### config.mk
export PLATFORM = sky130hd
export DESIGN_NAME = falling_byte_column_flat
export DESIGN_NICKNAME = d
export VERILOG_FILES = /design/src/rtl/falling_byte_column_pkg.sv /design/src/rtl/falling_byte_column_if.sv /design/src/rtl/falling_byte_column_lfsr8.sv /design/src/rtl/falling_byte_column.sv /design/src/flat_wrapper.sv
export SDC_FILE = /design/constraint.sdc
export NUM_CORES = 1
export LEC_CHECK = 0
export ABC_AREA = 1
export CAP_MARGIN = 20
export CORE_MARGIN = 8
export CORE_UTILIZATION = 40
export DETAILED_ROUTE_END_ITERATION = 8
export GPL_ROUTABILITY_DRIVEN = 0
export PLACE_DENSITY_LB_ADDON = 0.2
export SLEW_MARGIN = 20
export SYNTH_ARGS = -nofsm -noshare
export SYNTH_HDL_FRONTEND = slang
export SYNTH_SLANG_ARGS = --single-unit
### constraint.sdc
create_clock -name clock -period 2.74 [get_ports clock]
set_clock_uncertainty 0.05 [all_clocks]
set_input_delay 0.548 -clock clock [delete_from_list [all_inputs] [get_ports clock]]
set_output_delay 0.548 -clock clock [all_outputs]
set_load 0.1 [all_outputs]
### src/rtl/falling_byte_column_pkg.sv
// Shared types and constants for the Flippy Bit playfield columns.
package flippy_pkg;

    typedef enum logic [1:0] {
        IDLE    = 2'd0,
        FALLING = 2'd1,
        OVER    = 2'd2
    } col_state_e;

    localparam logic [7:0] LFSR_TAPS    = 8'hB8;
    localparam int         ROWS_DEFAULT = 30;

    // Feedback bit for x^8+x^6+x^5+x^4+1 with the register shifting towards the MSB.
    function automatic logic lfsr_fb(input logic [7:0] v);
        return ^(v & LFSR_TAPS);
    endfunction

endpackage

### src/rtl/falling_byte_column_if.sv
// Switch input and display/state-machine outputs of one playfield column.
interface falling_byte_column_if;
    logic [7:0] user_input;
    logic [4:0] ypos;
    logic [7:0] letter;
    logic       correct;
    logic       game_over;
    logic       active;

    modport master (
        output user_input,
        input  ypos, letter, correct, game_over, active
    );

    modport slave (
        input  user_input,
        output ypos, letter, correct, game_over, active
    );
endinterface

### src/rtl/falling_byte_column_lfsr8.sv
// 8-bit Fibonacci LFSR supplying the target bytes; holds while enable is low.
module lfsr8
    import flippy_pkg::*;
#(
    parameter logic [7:0] SEED = 8'hA5
) (
    input  logic       clock,
    input  logic       reset_signal,
    input  logic       enable,
    output logic [7:0] value
);

    logic [7:0] value_q;

    // Shift register; a non-zero seed keeps the sequence away from the all-zero lockup.
    always_ff @(posedge clock or posedge reset_signal) begin
        if (reset_signal) begin
            value_q <= SEED;
        end else if (enable) begin
            value_q <= {value_q[6:0], lfsr_fb(value_q)};
        end
    end

    assign value = value_q;

endmodule

### src/rtl/falling_byte_column.sv
// One playfield column: a target byte falls one row per tick and scores when
// the synchronised switches match it after having differed from it.
module falling_byte_column
    import flippy_pkg::*;
#(
    parameter int         ROWS        = ROWS_DEFAULT,
    parameter int         FALL_DIV    = 25000000,
    parameter int         SPAWN_DELAY = 2,
    parameter logic [7:0] SEED        = 8'hA5
) (
    input  logic                  clock,
    input  logic                  reset_signal,
    falling_byte_column_if.slave  col
);

    localparam int             CW        = $clog2(FALL_DIV);
    localparam int             IW        = (SPAWN_DELAY > 1) ? $clog2(SPAWN_DELAY) : 1;
    localparam logic [CW-1:0]  TICK_MAX  = CW'(FALL_DIV - 1);
    localparam logic [IW-1:0]  IDLE_LAST = IW'(SPAWN_DELAY - 1);
    localparam logic [4:0]     YPOS_LAST = 5'(ROWS - 1);

    col_state_e    state_q;
    logic [7:0]    sync1_q;
    logic [7:0]    sw_q;
    logic [CW-1:0] tick_cnt_q;
    logic [IW-1:0] idle_cnt_q;
    logic [4:0]    ypos_q;
    logic [7:0]    letter_q;
    logic          armed_q;
    logic          correct_q;
    logic          game_over_q;
    logic          active_q;

    logic [7:0]    lfsr_s;
    logic          lfsr_en_s;
    logic          tick_s;
    logic          match_s;
    logic          bottom_s;

    // Two-flop synchroniser for the asynchronous switch byte.
    always_ff @(posedge clock or posedge reset_signal) begin
        if (reset_signal) begin
            sync1_q <= 8'h00;
            sw_q    <= 8'h00;
        end else begin
            sync1_q <= col.user_input;
            sw_q    <= sync1_q;
        end
    end

    lfsr8 #(.SEED(SEED)) u_lfsr (
        .clock        (clock),
        .reset_signal (reset_signal),
        .enable       (lfsr_en_s),
        .value        (lfsr_s)
    );

    // Decode of tick, match and bottom-row conditions from registered state.
    always_comb begin
        lfsr_en_s = (state_q != OVER);
        tick_s    = (tick_cnt_q == TICK_MAX);
        bottom_s  = (ypos_q == YPOS_LAST);
        match_s   = (state_q == FALLING) && armed_q && (sw_q == letter_q);
    end

    // Column FSM with registered outputs; a match outranks a bottom-row tick.
    always_ff @(posedge clock or posedge reset_signal) begin
        if (reset_signal) begin
            state_q     <= IDLE;
            tick_cnt_q  <= '0;
            idle_cnt_q  <= '0;
            ypos_q      <= 5'd0;
            letter_q    <= 8'h00;
            armed_q     <= 1'b0;
            correct_q   <= 1'b0;
            game_over_q <= 1'b0;
            active_q    <= 1'b0;
        end else begin
            correct_q <= 1'b0;
            case (state_q)
                IDLE: begin
                    tick_cnt_q <= tick_s ? '0 : tick_cnt_q + CW'(1);
                    if (tick_s) begin
                        if (idle_cnt_q == IDLE_LAST) begin
                            state_q    <= FALLING;
                            idle_cnt_q <= '0;
                            tick_cnt_q <= '0;
                            letter_q   <= lfsr_s;
                            ypos_q     <= 5'd0;
                            armed_q    <= (sw_q != lfsr_s);
                            active_q   <= 1'b1;
                        end else begin
                            idle_cnt_q <= idle_cnt_q + IW'(1);
                        end
                    end
                end
                FALLING: begin
                    tick_cnt_q <= tick_s ? '0 : tick_cnt_q + CW'(1);
                    if (match_s) begin
                        correct_q  <= 1'b1;
                        letter_q   <= lfsr_s;
                        ypos_q     <= 5'd0;
                        armed_q    <= (sw_q != lfsr_s);
                        tick_cnt_q <= '0;
                    end else begin
                        if (sw_q != letter_q) begin
                            armed_q <= 1'b1;
                        end
                        if (tick_s) begin
                            if (bottom_s) begin
                                state_q     <= OVER;
                                game_over_q <= 1'b1;
                                active_q    <= 1'b0;
                            end else begin
                                ypos_q <= ypos_q + 5'd1;
                            end
                        end
                    end
                end
                OVER: begin
                    game_over_q <= 1'b1;
                    active_q    <= 1'b0;
                end
                default: begin
                    state_q     <= IDLE;
                    tick_cnt_q  <= '0;
                    idle_cnt_q  <= '0;
                    active_q    <= 1'b0;
                    game_over_q <= 1'b0;
                end
            endcase
        end
    end

    assign col.ypos      = ypos_q;
    assign col.letter    = letter_q;
    assign col.correct   = correct_q;
    assign col.game_over = game_over_q;
    assign col.active    = active_q;

endmodule
### src/flat_wrapper.sv
// flat-port wrapper written by rule: the top's interface ports become plain ports
module falling_byte_column_flat import flippy_pkg::*;
#(
    parameter int         ROWS        = ROWS_DEFAULT,
    parameter int         FALL_DIV    = 25000000,
    parameter int         SPAWN_DELAY = 2,
    parameter logic [7:0] SEED        = 8'hA5
)
  (clock, reset_signal, col_user_input, col_ypos, col_letter, col_correct, col_game_over, col_active);
  falling_byte_column_if col_i ();
  input  logic clock;
  input  logic reset_signal;
  input wire logic [$bits(col_i.user_input)-1:0] col_user_input;
  output wire logic [$bits(col_i.ypos)-1:0] col_ypos;
  output wire logic [$bits(col_i.letter)-1:0] col_letter;
  output wire logic [$bits(col_i.correct)-1:0] col_correct;
  output wire logic [$bits(col_i.game_over)-1:0] col_game_over;
  output wire logic [$bits(col_i.active)-1:0] col_active;
  assign col_i.user_input = col_user_input;
  assign col_ypos = col_i.ypos;
  assign col_letter = col_i.letter;
  assign col_correct = col_i.correct;
  assign col_game_over = col_i.game_over;
  assign col_active = col_i.active;
  falling_byte_column #(.ROWS(ROWS), .FALL_DIV(FALL_DIV), .SPAWN_DELAY(SPAWN_DELAY), .SEED(SEED)) u_core (.clock(clock), .reset_signal(reset_signal), .col(col_i));
endmodule
# After elaboration in Yosys (flattened, before gate mapping)
# Index checks and enable logic that the tools add are counted.
[classes]
n_addsub = 3
eq_ne = 17
n_mux = 41
bitwise = 3
reduce_logical = 13
[op_table]
columns = ["op", "count"]
rows = [
  ["$mux W25", 4],
  ["$pmux W25 S3", 1],
  ["$add A25 B1 Y25 const B", 1],
  ["$eq A25 B25 Y1 const B", 1],
  ["$mux W5", 5],
  ["$mux W8", 3],
  ["$mux W1", 16],
  ["$ne A8 B8 Y1", 2],
  ["$pmux W8 S2", 1],
  ["$reduce_and A4 Y1", 3],
  ["$mux W2", 5],
  ["$ne A2 B1 Y1 const B", 5],
  ["$pmux W5 S2", 1],
  ["$reduce_and A5 Y1", 2],
  ["$eq A8 B8 Y1", 1],
  ["$reduce_xor A8 Y1", 1],
  ["$ne A3 B2 Y1 const B", 2],
  ["$pmux W1 S2", 3],
  ["$pmux W2 S3", 1],
  ["$reduce_and A6 Y1", 1],
  ["$add A5 B1 Y5 const B", 1],
  ["$eq A5 B5 Y1 const B", 1],
  ["$ne A2 B2 Y1 const B", 2],
  ["$ne A3 B1 Y1 const B", 1],
  ["10 further kinds", 13],
]
[word_totals]
ff_bits = 69
input_bits = 10
out_inout_bits = 16

# Logic depth before layout (Yosys ltp)
# Gate-level depths: netlist of run 1.
[logic_depth]
word_depth = 5
mapped_depth = 13
depth_no_buf = 13

# Modules after synthesis
# From an unflattened synthesis of run 1, not the netlist that was laid out.
[unflattened]
cells_unflattened = 458
hier_area_um2 = 3686.0
[modules_own_cells]
columns = ["module", "n_inst", "cells_each", "area_per_inst_um2", "seq_area_each_um2"]
rows = [
  ["falling_byte_column", 1, 412, 3321.9, 1526.5],
  ["lfsr8", 1, 46, 364.1, 205.2],
]

# Worst setup path after synthesis of run 1
# No wires, ideal clock.
[synth_timing]
path_kind = "flip-flop to flip-flop"
startpoint = "register u_core.letter_q[3] (netlist: u_core.col.letter[3])"
endpoint = "register u_core.tick_cnt_q[17]"
arrival_time_ns = 2.074
t_required_ns = 2.567
path_slack_ns = 0.492
path_stages_with_launch = 10
synth_period_minus_slack_ns = 2.248
cell_sequence = "dfrtp_1 xnor2_1 nand2_1 nor2_1 nand3_2 nand2_2 nand2_2 nand2_1 buf_2 o21ai_1"
[synth_between]
elab_chain_cells = 4
[synth_rtl]
columns = ["element", "line", "text"]
rows = [
  ["start, declared", "falling_byte_column.sv:28", "logic [7:0] letter_q;"],
  ["start signal, assigned", "falling_byte_column.sv:88", "letter_q <= lfsr_s;"],
  ["start signal, assigned", "falling_byte_column.sv:101", "letter_q <= lfsr_s;"],
  ["$eq A8 B8 Y1", "falling_byte_column.sv:63", "match_s = (state_q == FALLING) && armed_q && (sw_q == letter_q);"],
  ["$logic_and A1 B1 Y1", "falling_byte_column.sv:63", ""],
  ["$mux W25", "falling_byte_column.sv:99", "if (match_s) begin"],
  ["$pmux W25 S3", "falling_byte_column.sv:80", "case (state_q)"],
  ["end signal, assigned", "falling_byte_column.sv:82", "tick_cnt_q <= tick_s ? '0 : tick_cnt_q + CW'(1);"],
  ["end signal, assigned", "falling_byte_column.sv:98", "tick_cnt_q <= tick_s ? '0 : tick_cnt_q + CW'(1);"],
  ["end, declared", "falling_byte_column.sv:25", "logic [CW-1:0] tick_cnt_q;"],
]
# No other way between the ends.
# A chain may end at the register's enable or synchronous reset.

# Worst setup path after layout of run 1
[layout_timing]
startpoint = "register u_core.letter_q[3] (netlist: u_core.col.letter[3])"
endpoint = "register u_core.tick_cnt_q[9]"
# Same word-level chain as after synthesis.

==> flow_metrics.py, run 1 <==
metrics = {
    "status": {
        "status": "complete, no violations",
    },
    "hold_path": {
        "hold_class": "flop to flop",
    },
    "power_and_ir_drop": {
        "power_density_nw_per_um2": 498,
        "switching_share_pct": 20.0,
        "p_seq_share_pct": 48.6,
        "p_leak_uw": 0.00197,
        "power.ir.vdd_worst_v": 0.000193,
        "p_sw_uw": 427,
        "internal_power_uw": 1710,
        "power_frac_comb_pct": 2.5,
        "clkPwrFrac_pct": 48.9,
    },
    "global_route": {
        "grt_antenna_before_repair": 0,
        "grt_pass1_vias": 2921,
        "grt_pass1_wl_mm": 13.8,
        "track_usage_pct": 13.6,
        "grt-ovfl-total": 0,
        "grt_max_degree": 70,
    },
    "drt": {
        "wl_per_cell_um": 12.8,
        "drtPass1Iterations": 6,
        "drtIter0Drc": 153,
        "remaining_drc_errors": 0,
        "vias": 2982,
        "drtAntennaViolNets": 0,
        "wirelength_mm": 7.84,
        "vias_per_cell": 4.88,
    },
    "die": {
        "die_h_um": 112,
        "core_um2": 9060,
        "pin_count": 26,
        "dieArea_um2": 12500,
        "die_w_um": 112,
        "start_util_pct": 40.6,
        "row_count": 35,
    },
    "sta": {
        "setup_tns_ns": 0,
        "fin_crit_ns": 2.19,
        "rsz0062_at_grt": "false",
        "fmax_mhz": 456,
        "hold-worst-slack_ns": 0.301,
        "fin_crit_sh_pct": 80.1,
        "drv_slew": 0,
        "setup_viol": 0,
        "hold_violations": 0,
        "tightest_slew_ns": 0.403,
        "relSlewSlack_pct": 73.2,
    },
    "logic_synthesis": {
        "syn_area_um2": 3680,
        "yosysUniqueCellTypes": 31,
        "synth_seq_area_share_pct": 47.0,
        "syn-instance-count": 463,
        "yosysWarnings": 0,
        "ys_ff_latch": 69,
        "syn_nets": 480,
        "avgSynthCellArea_um2": 7.95,
    },
    "critical_path": {
        "cp.arrival_ns": 2.37,
        "max_stage_delay_ns": 0.44,
        "cp_max_fo": 11,
        "slowest_stage": "dfrtp_1",
        "worstPathRequired_ns": 2.91,
        "endpoint_kind": "flop",
        "crit_chain": "xnor2_1 > nand2_1 > nor2_1 > nand3_2 > nand2_2 > nand2_2 > nand2_1 > buf_4 > o21ai_0",
        "path_delay_family": "simple AND/OR/NAND/NOR gates",
        "critPathLaunchType": "flop",
        "critPathBufInv": 1,
        "criticalPathCategory": "flop to flop",
    },
    "finish": {
        "mostFrequentLayoutCells": "nand2_1, dfrtp_1, inv_1, nor2_1, nand3_1",
        "fin_util_pct": 47.3,
        "final_common_cell": "nand2_1",
        "syn2layout_area_growth_pct": 16.5,
        "nFillCells": 899,
        "insertedDiodeCount": 0,
        "nets": 512,
        "multi_input_comb_area_um2": 1680,
        "regArea_um2": 1730,
        "drive_gt1_share_pct": 12.8,
        "design_area_um2": 4290,
    },
    "placement": {
        "port_buffers": 25,
        "hpwl_mm": 5.64,
        "place_area_um2": 4030,
    },
    "clock_tree": {
        "insertion_delay_ns": 0.35,
        "ctsRootBufferMaster": "clkbuf_8",
        "cts.sinks": 69,
        "cts_tree": "built",
        "htreeDepth": 3,
        "clk_path_buf_depth": 2,
        "cts_resized": 0,
        "clk_pin_slew_ns": 0.07,
        "cts-buffers-inserted": 9,
        "post_cts_buffers": 0,
        "cts_hold_buf": 0,
    },
    "job": {
        "maxCapViolCount": 0,
    },
}
## registers in the layout (all words and copies together), names as in the netlist
signal,count
u_core.armed_q,1
u_core.idle_cnt_q,1
u_core.col.active,1
u_core.sw_q,8
u_core.tick_cnt_q,25
u_core.u_lfsr.value,8
u_core.col.game_over,1
u_core.state_q,2
u_core.col.letter,8
u_core.col.correct,1
u_core.col.ypos,5
u_core.sync1_q,8
## cells by family (layout without fill, tap and decap cells)
logic type | count (synthesis) | count (layout) | synth area share [%]
simple gates | 232 | 232 | 27.6
buf+inv | 69 | 106 | 7.31
xor+xnor | 29 | 29 | 6.90
compound gates | 57 | 57 | 8.83
flops | 69 | 69 | 47.0
fa+ha+maj | 7 | 7 | 2.38
## metrics by stage
step | setup slack [ns] | total power (µW) | std cells
2_1_floorplan | 0.409 | 1080 | 463
3_3_place_gp | 0.618 | 1110 | 595
3_5_place_dp | 0.542 | 1110 | 595
4_1_cts | 0.519 | 2180 | 611
5_1_grt | 0.374 | 2220 | 611
6_report | 0.546 | 2140 | 611
## worst register-to-register path: cells and delay by family, from the launching register on
| family | cells | cell delay, ns |
|---|---|---|
| AND/OR/NAND/NOR | 6 | 1.06 |
| flip-flops | 1 | 0.44 |
| buffers and inverters | 1 | 0.25 |
| XOR/XNOR | 1 | 0.17 |
| AO/OA/AOI/OAI | 1 | 0.09 |
## worst paths after layout
check | startpoint | endpoint | slack, ns | cells after the start
worst min-delay path | u_core.sync1_q[0]$_DFF_PP0_ | u_core.sw_q[0]$_DFF_PP0_ | 0.30 | 0
worst max-delay path | u_core.col.letter[3]$_DFFE_PP0P_ | u_core.tick_cnt_q[9]$_DFFE_PP0N_ | 0.55 | 9
worst min register to register | u_core.sync1_q[0]$_DFF_PP0_ | u_core.sw_q[0]$_DFF_PP0_ | 0.30 | 0
min in group asynchronous | reset_signal | u_core.sync1_q[4]$_DFF_PP0_ | 0.51 | 3
worst max register to register | u_core.col.letter[3]$_DFFE_PP0P_ | u_core.tick_cnt_q[9]$_DFFE_PP0N_ | 0.55 | 9
max in group asynchronous | reset_signal | u_core.u_lfsr.value[5]$_DFFE_PP1N_ | 1.77 | 3
## power groups by stage
stage	registers, µW	logic [µW]	clock network [µW]
floorplan	1050	30.0	0
global placement	1060	55.5	0
detailed placement	1060	56.0	0
CTS	1040	56.0	1090
global route	1040	61.5	1120
finish	1040	53.4	1040
## per-layer routing
metal | up-vias | track usage [%] | wire (µm)
met1 | 1380 | 17.0 | 3750
met2 | 60 | 21.6 | 3600
met5 | - | 0 | 0
li1 | 1532 | - | -
met3 | 10 | 3.63 | 374
met4 | 0 | 5.49 | 120
## area by class of cell
cell class | instances | share of cell area, %
clock buffers | 11 | 3.53
clock inverters | 5 | 2.48
inverters | 61 | 5.34
multi-input cells | 325 | 39.2
flip-flops and latches | 69 | 40.3
well taps | 111 | 3.24
repair buffers | 29 | 5.89
## Yosys cell counts (all sizes together)
library cell	n	share of area, %
o2111a	1	0.31
nand4	7	1.2
nand3	35	5.0
inv	60	6.1
clkbuf	5	0.51
nor2	37	4.3
ha	7	2.4
o21ai	48	7.2
buf	3	0.58
nor3	13	1.9
xor2	18	4.3
dfstp	4	2.9
dfrtp	65	44
a21o	2	0.41
clkinv	1	0.10
or2	3	0.51
a21oi	4	0.54
nand2	137	15
a31oi	2	0.34
xnor2	11	2.6
Note: power is estimated with default switching activity, not from simulation.
==> run 2: changes to the inputs <==
==> constraint.sdc (replaced) <==
create_clock -name clock -period 2.1 [get_ports clock]
set_clock_uncertainty 0.05 [all_clocks]
set_input_delay 0.42 -clock clock [delete_from_list [all_inputs] [get_ports clock]]
set_output_delay 0.42 -clock clock [all_outputs]
set_load 0.1 [all_outputs]
==> run 2 against run 1 <==
Critical path depth grew 3. Die area unchanged. Clock-buffer cell count unchanged. Core utilization is 0.35 points lower. Total power grew 13%. Register-to-register slack worse by 0.39 ns. Largest power group unchanged.
==> flow_metrics.py, run 2 (synthesis gave the netlist of run 1 again) <==
metrics = {
    "global_route": {
        "grt-ovfl-total": 0,
        "grt_pass1_vias": 2917,
        "grt_max_degree": 70,
        "grt_pass1_wl_mm": 13.9,
        "track_usage_pct": 13.5,
        "grt_antenna_before_repair": 0,
    },
    "clock_tree": {
        "cts_tree": "built",
        "cts_hold_buf": 0,
        "clk_pin_slew_ns": 0.08,
        "cts.sinks": 69,
        "ctsRootBufferMaster": "clkbuf_8",
        "clk_path_buf_depth": 2,
        "htreeDepth": 3,
        "insertion_delay_ns": 0.34,
        "cts-buffers-inserted": 9,
    },
    "drt": {
        "wl_per_cell_um": 12.9,
        "remaining_drc_errors": 0,
        "wirelength_mm": 7.92,
        "drtAntennaViolNets": 0,
        "drtPass1Iterations": 4,
        "drtIter0Drc": 163,
        "vias_per_cell": 4.87,
        "vias": 2986,
    },
    "status": {
        "status": "complete, no violations",
    },
    "finish": {
        "drive_gt1_share_pct": 15.1,
        "final_common_cell": "nand2_1",
        "insertedDiodeCount": 0,
        "nets": 514,
        "largest_reg_flops": 25,
        "top_register": "u_core.tick_cnt_q",
        "mostFrequentLayoutCells": "nand2_1, dfrtp_1, inv_1, nor2_1, nand3_1",
        "syn2layout_area_growth_pct": 15.7,
    },
    "sta": {
        "fin_crit_sh_pct": 92.7,
        "setup_viol": 0,
        "rsz0062_at_grt": "false",
        "hold_violations": 0,
        "tightest_slew_ns": 0.398,
        "relSlewSlack_pct": 73.4,
        "fin_crit_ns": 1.95,
        "drv_slew": 0,
        "fmax_mhz": 514,
        "setup_tns_ns": 0,
    },
    "power_and_ir_drop": {
        "p_leak_uw": 0.00193,
        "power.ir.vdd_worst_v": 0.000227,
        "internal_power_uw": 1840,
        "switching_share_pct": 23.8,
        "p_sw_uw": 573,
        "power_frac_comb_pct": 2.9,
        "clkPwrFrac_pct": 40.9,
        "finalPower_uw": 2410,
        "p_seq_share_pct": 56.2,
        "power_density_nw_per_um2": 565,
    },
    "critical_path": {
        "cp.arrival_ns": 2.13,
        "ff2ff_path_depth": 12,
        "criticalPathCategory": "flop to flop",
        "cp_max_fo": 15,
        "critPathLaunchType": "flop",
        "endpoint_kind": "flop",
        "max_stage_delay_ns": 0.39,
        "worstPathRequired_ns": 2.29,
        "cpMostUsedCell": "nand2_1",
        "crit_chain": "ha_2 > nand3_2 > clkinv_1 > nand2_1 > nor2_1 > nand2_1 > nand2_2 > nand2_4 > nor2_8 > nand2_4 > nand2_1 > o21ai_2",
        "slowest_stage": "dfrtp_1",
    },
    "placement": {
        "hpwl_mm": 5.77,
        "port_buffers": 25,
    },
    "die": {
        "dieArea_um2": 12500,
        "pin_count": 26,
        "die_h_um": 112,
        "start_util_pct": 40.6,
        "row_count": 35,
        "die_w_um": 112,
        "core_um2": 9060,
    },
    "hold_path": {
        "hold_depth": 0,
        "hold_class": "flop to flop",
    },
    "job": {
        "maxCapViolCount": 0,
    },
}
## run 2: cell types whose count changed in the layout (fill, tap and decap cells not counted), moves of 2 or more
cell	before	now
dfrtp_1	65	57
dfrtp_2	0	8
bufinv_16	3	0
clkinv_2	0	2
## run 2: cell type report
class                           count  area, µm²
Multi-Input combinational cell    325       1700
Timing Repair Buffer               31        272
Tap cell                          111        139
Clock buffer                       11        141
Fill cell                         916       4800
Clock inverter                      5       35.0
Sequential cell                    69       1740
Inverter                           61        233
## run 2: stage by stage
step                      hold slack [ns]  cell area, µm²  instances  worst slack (ns)  utilization (%)
after global routing                0.308            4260        613            0.0140             47.0
after global placement              0.283            4060        597             0.158             44.8
final                               0.297            4260        613             0.154             47.0
after floorplan                     0.281            3700        463            0.0339                -
after CTS                           0.298            4240        613             0.109             46.8
after detailed placement            0.290            4060        597             0.133             44.8
## run 2: metal layers
metal  vias to the layer above  GRT usage (%)  part of all wire (%)
li1                       1530              -                     -
met1                      1399           17.0                    49
met2                        44           22.1                    46
met3                        13           3.95                   3.4
met4                         0           3.78                   1.2
met5                         -              0                     0
## run 2: worst paths after layout
check	startpoint	endpoint	slack, ns
max reg2reg	u_core.tick_cnt_q[0]$_DFFE_PP0N_	u_core.col.letter[2]$_DFFE_PP0P_	0.15
min	u_core.sync1_q[1]$_DFF_PP0_	u_core.sw_q[1]$_DFF_PP0_	0.30
max	u_core.tick_cnt_q[0]$_DFFE_PP0N_	u_core.col.letter[2]$_DFFE_PP0P_	0.15
min in group asynchronous	reset_signal	u_core.tick_cnt_q[9]$_DFFE_PP0N_	0.43
max in group asynchronous	reset_signal	u_core.u_lfsr.value[0]$_DFFE_PP1N_	1.19
min reg2reg	u_core.sync1_q[1]$_DFF_PP0_	u_core.sw_q[1]$_DFF_PP0_	0.30
## run 2: worst max-delay path, delay by kind of cell, from the launching register on
| kind | cells | cell delay [ns] |
|---|---|---|
| AOI/OAI and AO/OA | 1 | 0.05 |
| adders and majority gates | 1 | 0.23 |
| buffers and inverters | 1 | 0.07 |
| DFF | 1 | 0.39 |
| and+or+nand+nor | 9 | 1.04 |
## run 2: power groups by stage
stage / logic, µW / registers, µW / clock network [µW]
2_1_floorplan: 39.5 / 1380 / 0
3_3_place_gp: 72.7 / 1380 / 0
3_5_place_dp: 73.0 / 1380 / 0
4_1_cts: 73.2 / 1350 / 1020
5_1_grt: 81.0 / 1350 / 1080
6_report: 70.2 / 1350 / 986
## run 2: timing repair
item,in CTS,in global routing
resized for setup,0,6
setup endpoints to repair,0,33
setup buffers,0,0
==> run 3: changes to the inputs <==
--- a/config.mk
+++ b/config.mk
@@ -8,7 +8,7 @@
 export ABC_AREA = 1
 export CAP_MARGIN = 20
 export CORE_MARGIN = 8
-export CORE_UTILIZATION = 40
+export CORE_UTILIZATION = 35
 export DETAILED_ROUTE_END_ITERATION = 8
 export GPL_ROUTABILITY_DRIVEN = 0
 export PLACE_DENSITY_LB_ADDON = 0.2
==> run 3 against run 2 <==
Clock-buffer cell count shrank 2. Clock power grew 37%. Critical path depth shrank 1. Die area grew 12%. Largest cell class unchanged. Combinational power grew 2%. Sequential share of layout area shrank 1.4 points. First-iteration DRC count grew 42%. Highest routed layer unchanged.
==> flow_metrics.py, run 3 (synthesis gave the netlist of run 1 again) <==
metrics = {
    "status": {
        "status": "complete, no violations",
    },
    "power_and_ir_drop": {
        "power_density_nw_per_um2": 629,
        "clkPwrFrac_pct": 48.7,
        "p_sw_uw": 608,
        "power.ir.vdd_worst_v": 0.000382,
        "p_leak_uw": 0.00198,
        "p_seq_share_pct": 48.7,
        "power_frac_comb_pct": 2.6,
        "switching_share_pct": 21.9,
        "internal_power_uw": 2170,
    },
    "critical_path": {
        "cp.arrival_ns": 2.11,
        "crit_start": "u_core.tick_cnt_q[0]$_DFFE_PP0N_",
        "r2r_slack_ns": 0.18,
        "ff2ff_path_depth": 11,
        "critPathLaunchType": "flop",
        "crit_end": "u_core.tick_cnt_q[12]$_DFFE_PP0N_",
        "criticalPathCategory": "flop to flop",
        "reg2reg_from": "u_core.tick_cnt_q[0]$_DFFE_PP0N_",
        "cp_max_fo": 11,
        "worstPathRequired_ns": 2.28,
        "worstReg2RegEnd": "u_core.tick_cnt_q[12]$_DFFE_PP0N_",
        "endpoint_kind": "flop",
    },
    "clock_tree": {
        "clk_pin_slew_ns": 0.08,
        "ctsRootBufferMaster": "clkbuf_8",
        "insertion_delay_ns": 0.36,
        "htreeDepth": 3,
        "cts.sinks": 69,
        "cts-buffers-inserted": 9,
        "cts_tree": "built",
        "clk_path_buf_depth": 2,
        "cts_hold_buf": 0,
    },
    "sta": {
        "hold-worst-slack_ns": 0.295,
        "fmax_mhz": 520,
        "drv_slew": 0,
        "setup_tns_ns": 0,
        "fin_crit_ns": 1.92,
        "hold_violations": 0,
        "fin_crit_sh_pct": 91.6,
        "tightest_slew_ns": 0.412,
        "relSlewSlack_pct": 72.4,
        "rsz0062_at_grt": "false",
        "setup_viol": 0,
    },
    "drt": {
        "vias": 2920,
        "wl_per_cell_um": 12.5,
        "vias_per_cell": 4.53,
        "remaining_drc_errors": 0,
        "drtPass1Iterations": 4,
        "drtAntennaViolNets": 0,
        "drtIter0Drc": 232,
        "wirelength_mm": 8.07,
    },
    "finish": {
        "drive_gt1_share_pct": 16.1,
        "final_common_cell": "nand2_1",
        "insertedDiodeCount": 0,
        "nFillCells": 1052,
        "nets": 520,
        "design_area_um2": 4420,
        "fin_util_pct": 43.0,
        "mostFrequentLayoutCells": "nand2_1, dfrtp_1, inv_1, nor2_1, nand3_1",
        "largest_reg_flops": 25,
        "syn2layout_area_growth_pct": 19.9,
        "top_register": "u_core.tick_cnt_q",
    },
    "global_route": {
        "grt_pass1_vias": 2838,
        "grt_antenna_before_repair": 0,
        "track_usage_pct": 12.1,
        "grt_pass1_wl_mm": 13.9,
        "grt-ovfl-total": 0,
        "grt_max_degree": 44,
    },
    "job": {
        "maxCapViolCount": 0,
    },
    "die": {
        "start_util_pct": 35.8,
        "pin_count": 26,
        "dieArea_um2": 14100,
        "die_h_um": 119,
        "core_um2": 10300,
        "row_count": 37,
        "die_w_um": 119,
    },
    "placement": {
        "place_area_um2": 4100,
        "hpwl_mm": 5.87,
        "port_buffers": 25,
    },
    "hold_path": {
        "hold_depth": 0,
        "hold_class": "flop to flop",
    },
}
-- run 3: worst min-delay path by stage --
stage / start / to / slack, ns
detailed placement: u_core.sync1_q[7]$_DFF_PP0_ / u_core.sw_q[7]$_DFF_PP0_ / 0.28
finish: u_core.sync1_q[1]$_DFF_PP0_ / u_core.sw_q[1]$_DFF_PP0_ / 0.30
global route: u_core.sync1_q[1]$_DFF_PP0_ / u_core.sw_q[1]$_DFF_PP0_ / 0.31
floorplan: u_core.sync1_q[0]$_DFF_PP0_ / u_core.sw_q[0]$_DFF_PP0_ / 0.28
CTS: u_core.sync1_q[1]$_DFF_PP0_ / u_core.sw_q[1]$_DFF_PP0_ / 0.30
global placement: u_core.sync1_q[1]$_DFF_PP0_ / u_core.sw_q[1]$_DFF_PP0_ / 0.28
-- run 3: area by class of cell --
class | count | area (µm²) | area share (%)
clock inverters | 7 | 124 | 2.81
inverters | 61 | 233 | 5.27
repair buffers | 37 | 313 | 7.08
well taps | 136 | 170 | 3.85
multi-input cells | 325 | 1710 | 38.7
flip-flops and latches | 69 | 1740 | 39.4
clock buffers | 9 | 124 | 2.81
-- run 3: what timing repair did --
action | 4_1_cts | 5_1_grt
gates resized for setup | 0 | 5
buffers inserted | 0 | 5
setup endpoints to repair | 0 | 26
hold endpoints to repair | 0 | 0
-- run 3: per-layer routing --
metal	global-route usage (%)	wire length, µm	vias to the layer above
met5	0	0	-
met4	4.03	97	0
met3	3.76	321	10
met2	18.0	3530	41
met1	16.3	4120	1325
li1	-	-	1544
-- run 3: worst max-delay path, cell delays in order (launching register included) --
cell,delay [ns]
dfrtp_1,0.42
ha_4,0.18
nand2_1,0.05
nor2_1,0.08
nand2_1,0.11
nor2_1,0.25
nand2_1,0.08
nand2_1,0.13
inv_1,0.07
nand2_1,0.08
buf_4,0.18
o21ai_0,0.10
-- run 3: power by group through the flow --
stage	logic [µW]	clock network, µW	registers (µW)
after global routing	83.7	1450	1360
after global placement	76.0	0	1380
after detailed placement	75.4	0	1380
final	71.6	1350	1350
after CTS	76.2	1400	1350
after floorplan	39.5	0	1380
-- run 3: through the flow --
step	total power (µW)	setup WS (ns)	cells
finish	2780	0.176	644
global placement	1460	0.143	623
CTS	2820	0.107	639
detailed placement	1450	0.120	623
floorplan	1420	0.0339	463
global route	2890	0.0165	644
==> patch, RTL diff (config.mk and constraints of run 1) <==
Reset style: synchronous (`reset_signal`), changed in 3 clocked blocks. Comments in the files are not updated.
--- a/src/rtl/falling_byte_column_lfsr8.sv
+++ b/src/rtl/falling_byte_column_lfsr8.sv
@@ -14,5 +14,5 @@
 
     // Shift register; a non-zero seed keeps the sequence away from the all-zero lockup.
-    always_ff @(posedge clock or posedge reset_signal) begin
+    always_ff @(posedge clock) begin
         if (reset_signal) begin
             value_q <= SEED;
--- a/src/rtl/falling_byte_column.sv
+++ b/src/rtl/falling_byte_column.sv
@@ -39,5 +39,5 @@
 
     // Two-flop synchroniser for the asynchronous switch byte.
-    always_ff @(posedge clock or posedge reset_signal) begin
+    always_ff @(posedge clock) begin
         if (reset_signal) begin
             sync1_q <= 8'h00;
@@ -65,5 +65,5 @@
 
     // Column FSM with registered outputs; a match outranks a bottom-row tick.
-    always_ff @(posedge clock or posedge reset_signal) begin
+    always_ff @(posedge clock) begin
         if (reset_signal) begin
             state_q     <= IDLE;
Check against the original RTL: same outputs for any inputs over 10 cycles, from zero or initial values and one cycle with reset_signal high; that may be too few to reach the edited logic, so the function may still have changed.
==> patch against run 1 <==
  * Sequential cell count is the same
  * Clock power shrank 19%
  * Maximum frequency grew 0.49%
  * Cell area shrank 0.55%
  * Wire length grew 8.0%
  * Setup slack gained 0.011 ns
  * Die area grew 2.0%
  * Worst hold slack gained 0.056 ns
  * Cell count grew 14%
  * Global-route usage grew 0.058 points
  * First-iteration DRC count grew 44%
  * Synthesized area grew 2.4%
  * Total power shrank 6.5%
  * Critical path type unchanged
  * Largest cell class is now multi-input gates
  * Highest routed layer unchanged
==> patch: results (changes against run 1) <==
stage,metric,value,unit,change
synthesis,post-synthesis cell type count,36,,+16%
worst_hold_path,Hold Path End,u_core.sw_q[2]$_SDFF_PP0_,,
cells_and_area,Seq area share,32.37,%,-8.0 points
placement,Placement Setup Slack,0.5632,ns,+0.02101 ns
pwr,sequential power share,52.7,%,+4.1 points
placement,Final HPWL DP,6199,um,+9.9%
critical_path,crit path to,u_core.tick_cnt_q[18]$_SDFFE_PP0N_,,
pwr,Peak VDD IR,0.2390,mV,+24%
cells_and_area,Non-clk bufs,29,,unchanged
cells_and_area,num sequential,69,,unchanged
synthesis,register area share after synthesis,36.64,%,-10 points
synthesis,Synth area leaders,"dfxtp_1 (37%), nand2_1 (11%), nor2_1 (8.9%)",,
synthesis,ys async rst share,0,%,-100 points
synthesis,Synth Area in Compound Gates,8.065,%,-0.77 points
routing,drt first pass iters,4,,-2
status,outcome,finished clean,,
worst_hold_path,hold wc startpoint,u_core.sync1_q[2]$_SDFF_PP0_,,
routing,initial drt markers,221,,+44%
cells_and_area,layout cell share with drive strength beyond 1,11.07,%,-1.7 points
routing,drt wl/cell,12.13,um,-5.5%
routing,met2 routed WL,3871,um,+7.4%
critical_path,Reg2Reg Launch Point,u_core.state_q[1]$_SDFFE_PP0P_,,
cells_and_area,buffering overhead,5.629,%,-0.26 points
cells_and_area,Inverters,80,,+31%
grt,met2 Use GR,22.10,%,+0.46 points
routing,routed vias/inst,4.867,,-0.28%
routing,Met3 Wirelength,412,um,+10%
grt,largest net degree at the start of global routing,47,,-33%
synthesis,Post-Synth XOR/XNOR Area,5.111,%,-1.8 points
cells_and_area,Clock-cell share,4.632,%,-1.4 points
cells_and_area,final-stage net count,599,,+17%
grt,GRT Resource Usage Total,13.61,%,+0.058 points
grt,number of global-route vias before repair,3101,,+6.2%
cells_and_area,diode count,0,,unchanged
sta,Slew HR,55.92,%,-17 points
grt,first-pass GRT wire length,14350,um,+3.9%
cells_and_area,multi-input gates,393,,+21%
synthesis,synth cell count leaders,"nand2_1 (115), nor2_1 (89), inv_1 (75), dfxtp_1 (69), nand3_1 (38)",,
pwr,P_leak,1.779,nW,-9.7%
critical_path,"Slowest-stage cell, CP",ha_1,,
worst_hold_path,hold depth,2,,+2
pwr,P_clk,0.000841,W,-19%
synthesis,syn_nets,577,,+20%
cells_and_area,multi-input combinational area share,47.08,%,+7.9 points
sta,Tcrit/Tclk final,79.69,%,-0.39 points
critical_path,Crit Path Max Fanout,25,,+14
routing,Post-Route M1 WL,4089,um,+9.2%
critical_path,Crit path arrival time,2.35,ns,-0.02 ns
grt,grt met3 use,3.727,%,+0.10 points
synthesis,Synth Area in Adders,2.323,%,-0.055 points
patch: cell types whose count changed in the layout (fill, tap and decap cells not counted), sizes merged, moves of 4 or more:
| cell | run 1 | this run |
|---|---|---|
| dfstp | 4 | 0 |
| o21ai | 48 | 22 |
| xor2 | 18 | 11 |
| nand4 | 7 | 17 |
| dfrtp | 65 | 0 |
| nand3b | 0 | 6 |
| nor2 | 37 | 95 |
| dfxtp | 0 | 69 |
| nand3 | 35 | 39 |
| a21oi | 4 | 35 |
| nand2 | 137 | 124 |
| inv | 60 | 81 |
patch: stage by stage:
| step | power (W) | cell area (um2) | std cells | util, % |
|---|---|---|---|---|
| after floorplan | 0.001145 | 3770 | 560 | - |
| after global placement | 0.001178 | 4070 | 682 | 44.26 |
| after detailed placement | 0.001180 | 4070 | 682 | 44.26 |
| after CTS | 0.002021 | 4268 | 698 | 46.41 |
| after global routing | 0.002084 | 4268 | 698 | 46.41 |
| final | 0.001996 | 4268 | 698 | 46.41 |
